**config.mk**
```make
export PLATFORM = sky130hd
export DESIGN_NAME = i2s_tx_serializer
export DESIGN_NICKNAME = d
export VERILOG_FILES = /design/src/rtl/i2s_pkg.sv /design/src/rtl/i2s_sck_gen.sv /design/src/rtl/i2s_tx_serializer.sv
export SDC_FILE = /design/constraint.sdc
export NUM_CORES = 1
export LEC_CHECK = 0
export CORE_ASPECT_RATIO = 0.8
export CORE_MARGIN = 1.5
export CORE_UTILIZATION = 60
export CTS_CLUSTER_SIZE = 30
export DETAILED_ROUTE_END_ITERATION = 16
export PLACE_DENSITY = 0.88
export SLEW_MARGIN = 20
export SYNTH_ARGS = -nofsm -noshare
export SYNTH_HDL_FRONTEND = slang
export SYNTH_HIERARCHICAL = 1
export SYNTH_SLANG_ARGS = --single-unit
```
**constraint.sdc**
```tcl
create_clock -name clk -period 5.8 [get_ports clk]
set_input_delay 1.16 -clock clk [delete_from_list [all_inputs] [get_ports clk]]
set_output_delay 1.16 -clock clk [all_outputs]
set_load 0.03 [all_outputs]
```
**src/rtl/i2s_pkg.sv**
```systemverilog
// Shared types and constants for the I2S transmit path.
package i2s_pkg;

  typedef enum logic {
    IDLE,
    RUN
  } tx_state_t;

  localparam int unsigned DATA_W_DEF = 16;
  localparam int unsigned DIV_W_DEF  = 8;

  localparam logic WS_LEFT  = 1'b0;
  localparam logic WS_RIGHT = 1'b1;

  // WS leads the data by one bit: it shows the channel of the following bit.
  function automatic logic ws_for_bit(input int unsigned b, input int unsigned dw);
    return ((b >= dw - 1) && (b <= 2 * dw - 2)) ? WS_RIGHT : WS_LEFT;
  endfunction

endpackage

```
**src/rtl/i2s_sck_gen.sv**
```systemverilog
// SCK generator: half-period counter against a latched divider, registered sck
// and single-cycle rise/fall strobes marking the cycle in which sck toggles.
module i2s_sck_gen
  import i2s_pkg::*;
#(
  parameter int unsigned DIV_W = DIV_W_DEF
) (
  input  logic             clk,
  input  logic             reset,
  input  logic             run,
  input  logic             start,
  input  logic             load_div,
  input  logic [DIV_W-1:0] div,
  output logic             sck,
  output logic             rise_stb,
  output logic             fall_stb
);

  logic [DIV_W-1:0] cnt_q, cnt_d;
  logic [DIV_W-1:0] div_lat_q, div_lat_d;
  logic             sck_q, sck_d;
  logic             tc;

  always_comb begin
    tc        = run && !start && (cnt_q == div_lat_q);
    cnt_d     = cnt_q;
    sck_d     = sck_q;
    div_lat_d = div_lat_q;
    if (start || !run) begin
      cnt_d = '0;
      sck_d = 1'b0;
    end else if (tc) begin
      cnt_d = '0;
      sck_d = ~sck_q;
    end else begin
      cnt_d = cnt_q + DIV_W'(1);
    end
    if (load_div) div_lat_d = div;
    rise_stb = tc && !sck_q;
    fall_stb = tc && sck_q;
  end

  always_ff @(posedge clk or negedge reset) begin
    if (!reset) begin
      cnt_q     <= '0;
      div_lat_q <= '0;
      sck_q     <= 1'b0;
    end else begin
      cnt_q     <= cnt_d;
      div_lat_q <= div_lat_d;
      sck_q     <= sck_d;
    end
  end

  assign sck = sck_q;

endmodule

```
**src/rtl/i2s_tx_serializer.sv**
```systemverilog
// Master-mode I2S transmitter with a one-deep sample buffer.
// I2S_TX_UNDERRUN_REPEAT_EN: an underrun frame repeats the last loaded pair instead of zeros.
module i2s_tx_serializer
  import i2s_pkg::*;
#(
  parameter int unsigned DATA_W = DATA_W_DEF,
  parameter int unsigned DIV_W  = DIV_W_DEF
) (
  input  logic              clk,
  input  logic              reset,
  input  logic [DIV_W-1:0]  div,
  input  logic              enable,
  input  logic              s_valid,
  output logic              s_ready,
  input  logic [DATA_W-1:0] s_left,
  input  logic [DATA_W-1:0] s_right,
  output logic              sck,
  output logic              ws,
  output logic              sd,
  output logic              underrun
);

  localparam int unsigned FW = 2 * DATA_W;
  localparam int unsigned BW = $clog2(FW);
  localparam logic [BW-1:0] B_LAST = BW'(FW - 1);

  tx_state_t        state_q, state_d;
  logic [FW-1:0]    buf_q, buf_d;
  logic             full_q, full_d;
  logic [FW-1:0]    sh_q, sh_d;
  logic [BW-1:0]    b_q, b_d;
  logic             fin_q, fin_d;
  logic             sd_q, sd_d;
  logic             ws_q, ws_d;
  logic             und_q, und_d;
`ifdef I2S_TX_UNDERRUN_REPEAT_EN
  logic [FW-1:0]    last_q, last_d;
`endif

  logic          rise_stb, fall_stb;
  logic          xfer, start, wrap, load;
  logic [FW-1:0] load_word;

  i2s_sck_gen #(.DIV_W(DIV_W)) u_sck_gen (
    .clk      (clk),
    .reset    (reset),
    .run      (state_q == RUN),
    .start    (start),
    .load_div (load),
    .div      (div),
    .sck      (sck),
    .rise_stb (rise_stb),
    .fall_stb (fall_stb)
  );

  always_comb begin
    xfer  = s_valid && !full_q;
    start = (state_q == IDLE) && enable;
    // fin_q is armed at the rising edge of the last bit so the falling edge knows the frame ends.
    wrap  = fall_stb && fin_q;
    load  = start || (wrap && enable);
`ifdef I2S_TX_UNDERRUN_REPEAT_EN
    load_word = full_q ? buf_q : last_q;
    last_d    = last_q;
`else
    load_word = full_q ? buf_q : '0;
`endif
    state_d = state_q;
    buf_d   = buf_q;
    full_d  = full_q;
    sh_d    = sh_q;
    b_d     = b_q;
    fin_d   = fin_q;
    sd_d    = sd_q;
    ws_d    = ws_q;
    und_d   = 1'b0;

    if (rise_stb && (b_q == B_LAST)) fin_d = 1'b1;
    if (fall_stb) fin_d = 1'b0;

    if (state_q == IDLE) begin
      sd_d = 1'b0;
      ws_d = WS_LEFT;
      if (enable) state_d = RUN;
    end else if (wrap && !enable) begin
      state_d = IDLE;
      sd_d    = 1'b0;
      ws_d    = WS_LEFT;
    end else if (fall_stb && !wrap) begin
      b_d  = b_q + BW'(1);
      sd_d = sh_q[FW-1];
      sh_d = {sh_q[FW-2:0], 1'b0};
      ws_d = ws_for_bit(32'(b_q) + 32'd1, DATA_W);
    end

    if (load) begin
      sd_d   = load_word[FW-1];
      sh_d   = {load_word[FW-2:0], 1'b0};
      b_d    = '0;
      fin_d  = 1'b0;
      ws_d   = WS_LEFT;
      und_d  = !full_q;
      full_d = 1'b0;
`ifdef I2S_TX_UNDERRUN_REPEAT_EN
      if (full_q) last_d = buf_q;
`endif
    end

    // A transfer can only land in an empty buffer, so it never collides with the load's read.
    if (xfer) begin
      buf_d  = {s_left, s_right};
      full_d = 1'b1;
    end
  end

  always_ff @(posedge clk or negedge reset) begin
    if (!reset) begin
      state_q <= IDLE;
      buf_q   <= '0;
      full_q  <= 1'b0;
      sh_q    <= '0;
      b_q     <= '0;
      fin_q   <= 1'b0;
      sd_q    <= 1'b0;
      ws_q    <= WS_LEFT;
      und_q   <= 1'b0;
`ifdef I2S_TX_UNDERRUN_REPEAT_EN
      last_q  <= '0;
`endif
    end else begin
      state_q <= state_d;
      buf_q   <= buf_d;
      full_q  <= full_d;
      sh_q    <= sh_d;
      b_q     <= b_d;
      fin_q   <= fin_d;
      sd_q    <= sd_d;
      ws_q    <= ws_d;
      und_q   <= und_d;
`ifdef I2S_TX_UNDERRUN_REPEAT_EN
      last_q  <= last_d;
`endif
    end
  end

  assign s_ready  = !full_q;
  assign sd       = sd_q;
  assign ws       = ws_q;
  assign underrun = und_q;

endmodule
```
## Word-level counts from Yosys, hierarchy flattened

Index checks and enable logic that the tools add are counted.

- Bits in registers: 92
- Word-level logic and storage cells: 80

- Add/subtract/negate cells: 3
- Bitwise gates (word level): 2
- Magnitude comparators: 2
- Equal/unequal tests: 4
- Muxes and demuxes: 31
- Reduce and logical (&&, ||, !) cells: 26

Operators with widths:

| operator | count |
|---|---|
| $mux 32 | 5 |
| $mux 1 | 20 |
| $mux 5 | 4 |
| $mux 8 | 2 |
| $logic_and 1x1->1 | 12 |
| $add 8x1->8 const B | 1 |
| $eq 8x8->1 | 1 |
| $reduce_bool 2->1 | 4 |
| $add 5x1->6 const B | 1 |
| $ge 6x4->1 const B | 1 |
| $le 6x5->1 const B | 1 |
| $logic_not 1->1 | 6 |
| $add 5x1->5 const B | 1 |
| $eq 5x5->1 const B | 1 |
| $ne 4x1->1 const B | 1 |
| $reduce_and 3->1 | 1 |
| $reduce_bool 3->1 | 1 |
| $logic_or 1x1->1 | 2 |
| $ne 2x2->1 const B | 1 |
| $not 1->1 | 2 |

## Depth between registers and ports, before layout

- Word-level depth: 13
- Mapped depth: 9
- Depth with buffers taken out: 7

## By module

The synthesis kept the hierarchy.

Modules (own cells, without submodules):

| module | instances | cells an instance | area each (µm²) |
|---|---|---|---|
| i2s_tx_serializer | 1 | 300 | 3,495.9 |
| i2s_sck_gen | 1 | 67 | 828.3 |

## Least setup slack after synthesis

Ideal clock, no wire load.

- Kind: input port to flip-flop
- From: input enable
- To: register u_sck_gen.div_lat_q[0]
- Buffers on the path: 3
- Setup slack: 2.507 ns
- Arrival: 3.168 ns
- Stages: 9
- Cells stage by stage: and2b_1 > nand2b_1 > nor4_1 > a21boi_2 > nor2b_2 > buf_6 > buf_12 > clkbuf_1 > mux2_2

- Cells in the longest elaborated chain, start to end: 8

RTL lines:

| element | RTL line | source |
|---|---|---|
| start, declared | i2s_tx_serializer.sv:12 | `input logic enable,` |
| $logic_and 1x1->1 | i2s_tx_serializer.sv:58 | `start = (state_q == IDLE) && enable;` |
| $logic_not 1->1 | i2s_sck_gen.sv:25 | `tc = run && !start && (cnt_q == div_lat_q);` |
| $logic_and 1x1->1 (2 in series) | i2s_sck_gen.sv:25 |  |
| $logic_and 1x1->1 | i2s_sck_gen.sv:40 | `fall_stb = tc && sck_q;` |
| via fall_stb | i2s_tx_serializer.sv:40 | `logic rise_stb, fall_stb;` |
| $logic_and 1x1->1 | i2s_tx_serializer.sv:60 | `wrap = fall_stb && fin_q;` |
| $logic_and 1x1->1 | i2s_tx_serializer.sv:61 | `load = start \|\| (wrap && enable);` |
| $logic_or 1x1->1 | i2s_tx_serializer.sv:61 |  |
| via load | i2s_tx_serializer.sv:41 | `logic xfer, start, wrap, load;` |
| end signal, assigned | i2s_sck_gen.sv:50 | `div_lat_q <= div_lat_d;` |
| end, declared | i2s_sck_gen.sv:20 | `logic [DIV_W-1:0] div_lat_q, div_lat_d;` |

The timed path passes the listed nets, and every way through them passes these cells.
A chain may end at the register's enable or synchronous reset.

## Final worst setup path

- From: input enable
- To: register u_sck_gen.div_lat_q[3]

- Cells in the longest elaborated chain, start to end: 8

RTL lines:

| element | RTL line |
|---|---|
| $logic_and 1x1->1 | i2s_tx_serializer.sv:58 |
| via start | i2s_tx_serializer.sv:41 |
| $logic_not 1->1 | i2s_sck_gen.sv:25 |
| $logic_and 1x1->1 (2 in series) | i2s_sck_gen.sv:25 |
| $logic_and 1x1->1 | i2s_sck_gen.sv:40 |
| via fall_stb | i2s_tx_serializer.sv:40 |
| $logic_and 1x1->1 | i2s_tx_serializer.sv:60 |
| $logic_and 1x1->1 | i2s_tx_serializer.sv:61 |
| $logic_or 1x1->1 | i2s_tx_serializer.sv:61 |

The timed path passes the listed nets, and every way through them passes these cells.

==> key figures <==
Clock tree
  • # H-tree levels: 3
  • CTS tree: yes
  • CTS clk-pin slew, worst paths: 70 ps
  • Clk root buf: clkbuf_8
  • Worst-case clock buffer depth: 2
  • Post-cts sizing count: 0
  • # hold bufs at CTS: 0
  • Worst-Skew Late Latency: 340 ps
  • CTS Buf Count: 9
  • Post-CTS setup buffer count: 0
  • # clock sinks: 91

Critical path
  • Crit. End Element: flip-flop
  • CP max FO: 42
  • Worst-path cell chain: clkdlybuf4s50_1, and2b_1, nand2b_1, nor4_1, a21boi_2, nor2b_4, buf_4, mux2_2
  • WS Path Type: in -> reg
  • Critical Path AT: 3990 ps
  • Worst Path Buf+Inv: 2
  • Worst EP required: 6020 ps
  • Critical path's top delay family: simple AND/OR/NAND/NOR gates
  • CP startpoint kind: primary input
  • Worst path max stage delay: 660 ps
  • Slowest stage cell, crit path: nor4_1

Timing
  • Fin worst setup slack: 2020 ps
  • Worst Tran Pin Value: 940 ps
  • Fin. max-slew vios: 0
  • RSZ-0062 raised after global routing: no
  • Final setup vio count: 0
  • Max_slew headroom: 0.373
  • Final period utilization: 0.651
  • Final Hold Violating Endpoints: 0
  • FMAX: 265 MHz
  • Clock Skew: 8.84 ps
  • Minimum clock period after layout: 3780 ps
  • Post-route setup TNS: 0 ps
  • Final hold slack: 486 ps

Yosys
  • Sequential area share after synthesis: 0.527
  • Yosys reg bits: 91
  • FFs w/ async S/R, synth: 1.00
  • EDFF count, synth: 0
  • Post-synth cell types: 46
  • Top_reg_cell synth: dfrtp_1
  • Post-Syn Area: 4320 µm²
  • Average size of a mapped cell: 11.8 µm²
  • Yosys warns: 6
  • Post-Syn Nets: 416
  • Post-Syn Instances: 367

Placed design
  • Placed Instance Area: 4770 µm²
  • Pre-CTS setup slack: 1700 ps
  • Port Buffers: 48
  • HPWL Detailed: 4820 µm
  • RD Place Congestion: 0.865

Layout
  • Final net count: 459
  • Most frequent cells in the layout: dfrtp_1 (91), clkdlybuf4s50_1 (47), mux2_2 (38)
  • Most common cell after layout, fill and taps aside: dfrtp_1
  • Final instance area: 4910 µm²
  • Antenna cells: 0
  • Final-layout fill cell count: 505
  • Synth-to-Final Area Change: 13.7%
  • Share of layout cells above drive strength 1: 0.158

Floorplan
  • Die H: 78.9 µm
  • # IOs: 49
  • CORE AREA: 6930 µm²
  • Initial Utilization: 0.624
  • Cell Rows: 27
  • DIE AREA: 7730 µm²
  • Die Wd: 97.9 µm

Detailed routing
  • Routed vias/inst: 5.45
  • Final ANT Viol Nets: 0
  • Vias: 2,716
  • # DRC: 0
  • Initial DRC count: 141
  • Total wire length: 7160 µm
  • DR WL/cell: 14.4 µm
  • Initial DRT Pass Iterations: 4

Power and ir drop
  • Power density cells: 290 nW/µm²
  • Final Power: 0.00143 W
  • Leakage Power: 2.01 nW
  • VDD IR max: 0.187 mV

Global routing
  • GRT Util Overall: 0.205
  • First-pass GRT wire length: 12,600 µm
  • Initial antenna violation count: 0
  • GR Overflow Total: 0
  • Largest net degree at the start of global routing: 92
  • Vias in the first global route: 2,705

Outcome
  • Outcome: finished clean

Hold path
  • Worst min path class: reg -> reg

Flow run
  • Max Cap Viol: 0
==> routing by layer <==
layer,wire [µm],track usage
met1,3440,0.284
met2,3420,0.328
met3,279,0.0546
met4,25,0.0486
met5,0,0
==> through the flow <==
stage,util,std cells
floorplan,-,367
global placement,0.689,486
detailed placement,0.689,486
CTS,0.709,498
global route,0.710,498
finish,0.710,498
==> final timing paths <==
path / endpoint / cells past startpoint / slack, ps / startpoint
worst max-delay path: u_sck_gen/div_lat_q[3]$_DFFE_PN0P_ / 8 / 2020 / enable
worst min-delay path: buf_q[30]$_DFFE_PN0P_ / 1 / 490 / buf_q[30]$_DFFE_PN0P_
worst max register to register: u_sck_gen/div_lat_q[3]$_DFFE_PN0P_ / 7 / 2780 / u_sck_gen/cnt_q[2]$_DFF_PN0_
worst min register to register: buf_q[30]$_DFFE_PN0P_ / 1 / 490 / buf_q[30]$_DFFE_PN0P_
max in group asynchronous: sh_q[23]$_DFFE_PN0P_ / 1 / 4400 / reset
min in group asynchronous: ws$_DFFE_PN0P_ / 1 / 890 / reset
==> sequential cells by signal, indices dropped and copies added (netlist names) <==
| signal | cells |
|---|---|
| ws | 1 |
| u_sck_gen/div_lat_q | 8 |
| b_q | 5 |
| u_sck_gen/cnt_q | 8 |
| state_q | 1 |
| buf_q | 32 |
| sd | 1 |
| sh_q | 31 |
| u_sck_gen/sck | 1 |
| fin_q | 1 |
| underrun | 1 |
| full_q | 1 |
==> power breakdown <==
| part | switching [W] | internal, W |
|---|---|---|
| clock network | 0.000187 | 0.000146 |
| logic | 0.000128 | 0.000163 |
| registers | 0.0000768 | 0.000725 |
==> logic make-up (layout without fill, tap and decap cells) <==
| logic type | Yosys count | after routing | share of synthesized area |
|---|---|---|---|
| simple gates | 109 | 109 | 0.136 |
| flops | 91 | 91 | 0.527 |
| mux | 70 | 70 | 0.174 |
| compound gates | 51 | 51 | 0.0689 |
| buf+inv | 26 | 70 | 0.0463 |
| xor+xnor | 15 | 15 | 0.0339 |
| fa+ha+maj | 5 | 5 | 0.0145 |
==> worst reg2reg max path, stage by stage (launching register included) <==
cell and delay [ps]:
dfrtp_1 440, xnor2_1 220, nand4_2 200, nor4_1 780, a21boi_2 180, nor2b_4 130, buf_4 530, mux2_2 430
==> area by class of cell <==
type | count | area (µm²) | share of cell area
inverters | 7 | 26.3 | 0.00535
multi-input cells | 250 | 1860 | 0.379
clock buffers | 11 | 131 | 0.0267
flip-flops and latches | 91 | 2280 | 0.463
well taps | 87 | 109 | 0.0221
clock inverters | 1 | 5.00 | 0.00102
repair buffers | 51 | 504 | 0.103
==> Yosys cell counts, types with 2 or more instances <==
| master | number | area [µm²] |
|---|---|---|
| dfrtp_1 | 91 | 2280 |
| mux2_2 | 38 | 428 |
| nand2_1 | 36 | 135 |
| and2_1 | 31 | 194 |
| mux2i_1 | 30 | 300 |
| o21ai_1 | 28 | 140 |
| nor2_1 | 12 | 45.0 |
| o21ai_0 | 11 | 55.1 |
| xnor2_1 | 8 | 70.1 |
| inv_1 | 7 | 26.3 |
| clkbuf_1 | 6 | 22.5 |
| buf_6 | 5 | 56.3 |
| ha_1 | 5 | 62.6 |
| xor2_1 | 5 | 43.8 |
| buf_4 | 4 | 30.0 |
| nand3_1 | 4 | 20.0 |
| a21oi_1 | 3 | 15.0 |
| buf_12 | 3 | 60.1 |
| nand3b_1 | 3 | 22.5 |
| nor2b_1 | 3 | 18.8 |
| a21boi_2 | 2 | 22.5 |
| and3_1 | 2 | 12.5 |
| mux2_1 | 2 | 22.5 |
| nand2b_1 | 2 | 12.5 |
| nor3_1 | 2 | 10.0 |
| nor4_1 | 2 | 12.5 |
| or3_1 | 2 | 12.5 |
| xnor2_2 | 2 | 32.5 |
No activity file was read; power rests on OpenSTA's default activity.
